<file path="config.mk">
export PLATFORM = sky130hd
export DESIGN_NAME = counter_seq_ctrl
export DESIGN_NICKNAME = d
export VERILOG_FILES = /design/src/rtl/counter_seq_ctrl.sv
export SDC_FILE = /design/constraint.sdc
export NUM_CORES = 1
export LEC_CHECK = 0
export ABC_AREA = 0
export CELL_PAD_IN_SITES_DETAIL_PLACEMENT = 1
export CELL_PAD_IN_SITES_GLOBAL_PLACEMENT = 2
export CORE_UTILIZATION = 30
export CTS_CLUSTER_SIZE = 14
export DETAILED_ROUTE_END_ITERATION = 16
export GPL_ROUTABILITY_DRIVEN = 0
export PLACE_DENSITY = 0.77
export SYNTH_ARGS = -nofsm -noshare
export SYNTH_HDL_FRONTEND = slang
export SYNTH_SLANG_ARGS = --single-unit
</file>
<file path="constraint.sdc">
create_clock -name Clk -period 2.05 [get_ports Clk]
set_clock_uncertainty 0.15 [all_clocks]
set_input_delay 0.41 -clock Clk [delete_from_list [all_inputs] [get_ports Clk]]
set_output_delay 0.41 -clock Clk [all_outputs]
set_load 0.02 [all_outputs]
</file>
<file path="src/rtl/counter_seq_ctrl.sv">
// Timer sequencer for a WIDTH-bit up-counter: start/stop/hold control, prescaled
// ticks, programmable terminal count, one-shot or periodic operation.
module counter_seq_ctrl #(
    parameter int WIDTH   = 4,
    parameter int PRESC_W = 8
) (
    input  logic               Clk,
    input  logic               RST,
    input  logic               START,
    input  logic               STOP,
    input  logic               HOLD,
    input  logic               MODE,
    input  logic [WIDTH-1:0]   LIMIT,
    input  logic [PRESC_W-1:0] PRESCALE,
    output logic [WIDTH-1:0]   OUT,
    output logic [1:0]         STATE,
    output logic               BUSY,
    output logic               DONE,
    output logic               WRAP
);

    typedef enum logic [1:0] {
        S_IDLE = 2'b00,
        S_RUN  = 2'b01,
        S_HOLD = 2'b10,
        S_DONE = 2'b11
    } state_e;

    state_e               state_q, state_d;
    logic [WIDTH-1:0]     cnt_q, cnt_d;
    logic [WIDTH-1:0]     limit_q, limit_d;
    logic [PRESC_W-1:0]   pcnt_q, pcnt_d;
    logic [PRESC_W-1:0]   presc_q, presc_d;
    logic                 mode_q, mode_d;
    logic                 done_q, done_d;
    logic                 wrap_q, wrap_d;
    logic                 start_ok;
    logic                 tick;

    always_ff @(posedge Clk) begin
        if (RST) begin
            state_q <= S_IDLE;
            cnt_q   <= '0;
            limit_q <= '0;
            pcnt_q  <= '0;
            presc_q <= '0;
            mode_q  <= 1'b0;
            done_q  <= 1'b0;
            wrap_q  <= 1'b0;
        end else begin
            state_q <= state_d;
            cnt_q   <= cnt_d;
            limit_q <= limit_d;
            pcnt_q  <= pcnt_d;
            presc_q <= presc_d;
            mode_q  <= mode_d;
            done_q  <= done_d;
            wrap_q  <= wrap_d;
        end
    end

    always_comb begin
        state_d  = state_q;
        cnt_d    = cnt_q;
        limit_d  = limit_q;
        pcnt_d   = pcnt_q;
        presc_d  = presc_q;
        mode_d   = mode_q;
        done_d   = 1'b0;
        wrap_d   = 1'b0;
        tick     = 1'b0;
        start_ok = START && (state_q == S_IDLE || state_q == S_DONE);

        if (STOP) begin
            state_d = S_IDLE;
            cnt_d   = '0;
            pcnt_d  = '0;
        end else if (start_ok) begin
            // Configuration is only sampled here; later input changes are ignored.
            limit_d = LIMIT;
            presc_d = PRESCALE;
            mode_d  = MODE;
            cnt_d   = '0;
            pcnt_d  = '0;
            state_d = S_RUN;
        end else begin
            case (state_q)
                S_RUN: begin
                    if (HOLD) begin
                        state_d = S_HOLD;
                    end else if (pcnt_q == presc_q) begin
                        pcnt_d = '0;
                        tick   = 1'b1;
                    end else begin
                        pcnt_d = pcnt_q + 1'b1;
                    end
                end
                S_HOLD: begin
                    if (!HOLD) state_d = S_RUN;
                end
                default: ;
            endcase
        end

        // Terminal count: periodic wraps to zero, one-shot parks at the limit.
        if (tick) begin
            if (cnt_q != limit_q) begin
                cnt_d = cnt_q + 1'b1;
            end else if (mode_q) begin
                cnt_d  = '0;
                wrap_d = 1'b1;
            end else begin
                state_d = S_DONE;
                done_d  = 1'b1;
            end
        end
    end

    assign OUT   = cnt_q;
    assign STATE = state_q;
    assign BUSY  = (state_q == S_RUN) || (state_q == S_HOLD);
    assign DONE  = done_q;
    assign WRAP  = wrap_q;

    a_pulse_excl : assert property (@(posedge Clk) disable iff (RST) !(done_q && wrap_q));
    a_cnt_bound  : assert property (@(posedge Clk) disable iff (RST) cnt_q <= limit_q);

endmodule

</file>
==> impl_results.md, run 1 <==
* Via count at 1302
* Vias in the first global route at 1341
* Worst Reg-to-Reg Cells at 6
* Static leakage at 0.715 nW
* Routed WL per cell at 14.7 um
* Grt ovf at 0
* Area delta synth->final at 35.9%
* Synth Area in Adders at 0.0362
* CP bufs+invs at 1
* All-layer global routing usage at 0.167
* Cell taking the most area after synthesis: dfxtp_1
* Top cells by area, synth: dfxtp_1, xor2_1, nand2_1
* Multiplexer area fraction after synthesis at 0.0181
* Worst R2R Setup Slack at 0.12 ns
* Slowest cell delay on critical path at 0.68 ns
* Required @ worst endpoint at 1.49 ns
* Initial Utilization at 0.316
* DR pass1 iterations at 4
* Final ANT Viol Nets at 0
* Hold Slack at 0.320 ns
* Gate Count Post-Synth at 164
* Peak VDD IR at 0.000389 V
* CTS Buffer Depth at 2
* Hold Crit Class: flop to flop
* Cell Count Post-Placement at 249
* Core ar. at 4380 sq um
* IO Count at 27
* CP endpoint kind: output port
* Worst-skew pair later-pin latency at 0.28 ns
* Register area at 581 sq um
* RR Startpoint: STATE[1]$_SDFF_PP0_
* Root Driver: clkbuf_8
* Setup-failing EPs final at 0
* Post-Syn Area at 1380 sq um
* Largest net degree at the start of global routing at 15
* Critical path fanouts, max at 6
* Final Non-Filler Cells at 256
* Worst setup margin at 0.0629 ns
* CTS buffer count at 5
* Seq/Total Area, Yosys at 0.420
* Syn. warnings at 0
* Remaining DRCs at 0
* Htree depth at 2
* Cell area power density at 659 nW/um^2
* Final Critical Period at 1.99 ns
* Min-delay src: presc_q[0]$_SDFFE_PP0P_
* Most common cell after layout, fill and taps aside: nand2_1
* Finished Core Util at 0.429
* Synth Area in Compound Gates at 0.127
* Netlist cell types at 33
* Combinational family with the most area after synthesis: simple AND/OR/NAND/NOR gates
* Critical Path AT at 1.43 ns
* 1st-iter DRT viols at 39
* Share of the synthesized area in the top cell type at 0.420
* WL final at 3.76 mm
* Diode count at 0
* Initial antenna violation count at 0
* First-pass GRT wire length at 6.24 mm
* Multi-input gate area at 772 sq um
* CTS tree: done
* Critical path's top delay family: buffers and inverters
* Nets at 226
* Hold Crit Endpoint: presc_q[0]$_SDFFE_PP0P_
* Via-to-Cell Ratio at 5.09
* Dpl hpwl at 2.86 mm
* Clock-pin slew of the registers on the worst-case setup and hold paths at 0.06 ns
* Status: finished clean
* Max Slew Vio Count at 0
* Max-slew headroom at 0.819
* Filler Cell Count at 517
* Place WS at -0.0883 ns
* Final Hold Fails at 0
* # clock sinks at 29
* Slowest CP cell: clkdlybuf4s50_1
* Critical R2R Capture: STATE[0]$_SDFF_PP0_
* Worst path cell trace: clkdlybuf4s50_1
* Fin crit share at 0.969
* Post-Synth XOR/XNOR Area at 0.120
* Die Wd at 69.9 um
* Min-Delay Path Depth at 2
* Setup CP Type: flop to output port
* Die area at 4890 sq um
* Unrepaired setup endpoints after global routing: false
* Max cap viols at 0
* Simple-Gate Fraction of Synth Area at 0.244
* Port buffer count at 26
* CP Launch Type: flop
* Post-Syn Nets at 186
* Commonest non-fill, non-tap cells in the layout: nand2_1, dfxtp_1, clkdlybuf4s50_1, a21oi_1, xor2_1
* Syn avg cell area at 8.44 sq um
* Post-CTS Setup Inserts at 0
* Share of post-route cells with drive strength above 1 at 0.137
* Max Fclk at 0.503 GHz
* Rows at 24
* Die Ht at 69.9 um
* Synth Register Bits at 29
* Measured slew at the worst slew-check pin at 0.269 ns
[power by group]
part           total, W  internal [W]  switching (W)
clock network  0.000482      0.000266       0.000216
registers      0.000589      0.000578      0.0000110
logic          0.000168     0.0000850      0.0000828
[per-stage QoR]
step | cell area, sq um | total power (W) | setup TNS (ns)
after global routing | 1880 | 0.00130 | 0
final | 1880 | 0.00124 | 0
after global placement | 1780 | 0.000762 | -0.0135
after detailed placement | 1780 | 0.000768 | -0.153
after CTS | 1860 | 0.00125 | 0
after floorplan | 1380 | 0.000683 | 0
[cell usage after synthesis]
| library cell | n |
|---|---|
| nor4_2 | 1 |
| nor2b_1 | 1 |
| a22o_1 | 1 |
| or2_1 | 1 |
| nor3_1 | 3 |
| nor2_1 | 11 |
| nor3_2 | 2 |
| inv_2 | 1 |
| and3_1 | 2 |
| o21a_1 | 1 |
| o22ai_1 | 2 |
| and4_4 | 2 |
| a211o_1 | 1 |
| buf_2 | 3 |
| a22oi_1 | 2 |
| mux2i_1 | 1 |
| ha_1 | 4 |
| and2_1 | 1 |
| xnor2_1 | 6 |
| xor2_1 | 13 |
| mux2_4 | 1 |
| and4_1 | 1 |
| nand2b_1 | 2 |
| inv_1 | 6 |
| nand3_1 | 6 |
| o21bai_1 | 1 |
| dfxtp_1 | 29 |
| a21oi_1 | 17 |
| nand2_1 | 30 |
| a211oi_1 | 2 |
| clkbuf_1 | 2 |
| nand4_1 | 5 |
| o21ai_0 | 3 |
[worst max path at each step]
stage | startpoint | endpoint | cells after the start
5_1_grt | STATE[1]$_SDFF_PP0_ | STATE[0]$_SDFF_PP0_ | 6
4_1_cts | STATE[0]$_SDFF_PP0_ | BUSY | 4
2_1_floorplan | STATE[0]$_SDFF_PP0_ | STATE[0]$_SDFF_PP0_ | 7
3_3_place_gp | RST | STATE[0]$_SDFF_PP0_ | 6
6_report | OUT[2]$_SDFF_PP0_ | OUT[2] | 1
3_5_place_dp | RST | STATE[0]$_SDFF_PP0_ | 6
[final cells by class]
| class | count | area share |
|---|---|---|
| flip-flops and latches | 29 | 0.309 |
| inverters | 7 | 0.0140 |
| repair buffers | 38 | 0.186 |
| well taps | 52 | 0.0346 |
| multi-input cells | 123 | 0.411 |
| clock buffers | 7 | 0.0459 |
[logic make-up (layout without fill, tap and decap cells)]
group | count (synthesis) | in the layout
simple gates | 68 | 68
flops | 29 | 29
compound gates | 30 | 30
xor+xnor | 19 | 19
mux | 2 | 2
buf+inv | 12 | 52
fa+ha+maj | 4 | 4
[registers in the layout (all words and copies together), names as in the netlist]
name,count
pcnt_q,8
presc_q,8
OUT,4
limit_q,4
STATE,2
DONE,1
WRAP,1
mode_q,1
[repair_timing]
action                     4_1_cts  5_1_grt
hold buffers                     0        0
pin swaps                        0        1
setup endpoints to repair        1        4
resized for setup                1        4
[metal layers]
layer | vias up | global-route usage | share of wire | routed length [um]
met5 | - | 0 | 0 | 0
met4 | 0 | 0.100 | 0.027 | 100
met2 | 27 | 0.280 | 0.49 | 1840
met3 | 8 | 0.0361 | 0.037 | 138
li1 | 636 | - | - | -
met1 | 631 | 0.195 | 0.45 | 1680
Power figures use the tool's default switching activity.
==> run 2: changes to the inputs <==
- GPL_TIMING_DRIVEN: default -> 0
- REMOVE_ABC_BUFFERS: default -> 1
==> run 2 against run 1 <==
Effect of this change: sequential share of layout area increased by 1.0 points; worst setup slack improved by 0.046 ns; largest cell class unchanged; maximum frequency increased by 2.4%; global-route usage decreased by 2.3 points; clock power increased by 5.0%; combinational power decreased by 12%; power increased by 0.34%; die area unchanged; sequential power about the same.
==> impl_results.md, run 2 (synthesis results as in run 1) <==
* Status: finished clean
* Place WS at -0.479 ns (-0.391 ns)
* WL final at 3.32 mm (-12%)
* Hold buffer count at CTS at 0 (unchanged)
* Final Hold Fails at 0 (unchanged)
* Die area at 4890 sq um (unchanged)
* Sequential share of power at 0.474 (-0.002)
* Most common cell after layout, fill and taps aside: nand2_1
* Die Wd at 69.9 um (unchanged)
* Largest net degree at the start of global routing at 17 (+2)
* Critical path's top delay family: buffers and inverters
* Core ar. at 4380 sq um (unchanged)
* Initial Utilization at 0.316 (unchanged)
* Finished Core Util at 0.418 (-0.0114)
* Root Driver: clkbuf_8
* Initial antenna violation count at 0 (unchanged)
* Fin crit share at 0.947 (-0.0224)
* Via count at 1204 (-7.5%)
* Nets at 216 (-4.4%)
* Clock share of power at 0.407 (+0.018)
* Diode count at 0 (unchanged)
* Commonest non-fill, non-tap cells in the layout: nand2_1, dfxtp_1, clkdlybuf4s50_1, a21oi_1, xor2_1
* Hold Crit Class: flop to flop
* Vias in the first global route at 1232 (-8.1%)
* Final ANT Viol Nets at 0 (unchanged)
* Max Fclk at 0.515 GHz (+2.4%)
* Dpl hpwl at 2.50 mm (-13%)
* Worst setup margin at 0.109 ns (+0.0460 ns)
* Measured slew at the worst slew-check pin at 0.611 ns (+0.342 ns)
* First-pass GRT wire length at 5.68 mm (-9.0%)
* Slowest cell delay on critical path at 0.65 ns (-0.03 ns)
* CTS buffer count at 5 (unchanged)
* Unrepaired setup endpoints after global routing: false
* Setup CP Type: flop to output port
* CP endpoint kind: output port
* Final Non-Filler Cells at 247 (-3.5%)
* Critical Path AT at 1.38 ns (-0.05 ns)
* Die Ht at 69.9 um (unchanged)
* Port buffer count at 26 (unchanged)
* Rows at 24 (unchanged)
* Area delta synth->final at 32.3%
* CTS tree: done
* CTS Buffer Depth at 2 (unchanged)
* Cell Count Post-Placement at 237 (-4.8%)
* Htree depth at 2 (unchanged)
* DR pass1 iterations at 4 (unchanged)
* Max cap viols at 0 (unchanged)
* Max Slew Vio Count at 0 (unchanged)
* Slowest CP cell: clkdlybuf4s50_1
* Max-slew headroom at 0.592 (-0.227)
* Peak VDD IR at 0.000353 V (-9.2%)
* CP bufs+invs at 1 (unchanged)
* Internal power at 0.000953 W (+2.6%)
* Worst path cell trace: clkdlybuf4s50_1
* Routed WL per cell at 13.5 um (-8.4%)
* # clock sinks at 29 (unchanged)
* Static leakage at 0.685 nW (-4.1%)
* Share of post-route cells with drive strength above 1 at 0.113 (-0.0244)
* Critical path fanouts, max at 6 (unchanged)
* Setup-failing EPs final at 0 (unchanged)
* Cell area power density at 679 nW/um^2 (+3.1%)
* Required @ worst endpoint at 1.49 ns (about the same)
* Via-to-Cell Ratio at 4.87 (-4.2%)
* Worst-skew pair later-pin latency at 0.27 ns (about the same)
* CP Launch Type: flop
* IO Count at 27 (unchanged)
* Switching Share at 0.233 (-0.0171)
* Top Registers: pcnt_q (8), presc_q (8)
* Logic gate share of total power at 0.118 (-0.017)
* Psw at 0.000290 W (-6.5%)
* All-layer global routing usage at 0.144 (-0.0230)
* Final Critical Period at 1.94 ns (-0.0460 ns)
* Grt ovf at 0 (unchanged)
* 1st-iter DRT viols at 38 (-2.6%)
* Clock-pin slew of the registers on the worst-case setup and hold paths at 0.06 ns (about the same)
* Remaining DRCs at 0 (unchanged)
run 2: metal layers:
metal,share of wire,vias to the layer above,global-route usage
met2,0.49,22,0.249
met5,0,-,0
met4,0.0051,0,0.0467
met1,0.47,566,0.177
met3,0.035,2,0.0332
li1,-,614,-
run 2: what timing repair did:
item	4_1_cts	5_1_grt
setup buffers	0	2
setup endpoints to repair	30	14
gates resized for setup	10	1
pin swaps	2	1
cloned	0	0
run 2: per-stage QoR:
| stage | total power (W) | instance area (sq um) | setup TNS [ns] | hold slack [ns] |
|---|---|---|---|---|
| 2_1_floorplan | 0.000677 | 1360 | -0.0316 | 0.292 |
| 3_3_place_gp | 0.000741 | 1690 | -9.36 | 0.305 |
| 3_5_place_dp | 0.000746 | 1690 | -10.08 | 0.312 |
| 4_1_cts | 0.00126 | 1810 | 0 | 0.320 |
| 5_1_grt | 0.00130 | 1830 | 0 | 0.340 |
| 6_report | 0.00124 | 1830 | 0 | 0.321 |
run 2: power by group through the flow:
stage	Combinational, W	Clock (W)	Sequential [W]
detailed placement	0.000143	0	0.000603
CTS	0.000146	0.000522	0.000590
global placement	0.000139	0	0.000602
floorplan	0.0000754	0	0.000601
finish	0.000147	0.000506	0.000590
global route	0.000162	0.000549	0.000592
run 2: final cells by class:
| cell class | instances | area (sq um) |
|---|---|---|
| multi-input combinational | 123 | 779 |
| tap | 52 | 65.1 |
| sequential | 29 | 584 |
| fill | 519 | 2550 |
| clock buffer | 7 | 96.3 |
| timing repair buffer | 28 | 274 |
| inverter | 7 | 26.3 |
| clock inverter | 1 | 5.00 |
run 2: worst paths after layout:
check,startpoint,to,slack (ns),cells after the start
min reg2reg,presc_q[7]$_SDFFE_PP0P_,presc_q[7]$_SDFFE_PP0P_,0.32,2
max reg2reg,STATE[0]$_SDFF_PP0_,STATE[0]$_SDFF_PP0_,0.12,7
max,OUT[2]$_SDFF_PP0_,OUT[2],0.11,1
min,presc_q[7]$_SDFFE_PP0P_,presc_q[7]$_SDFFE_PP0P_,0.32,2
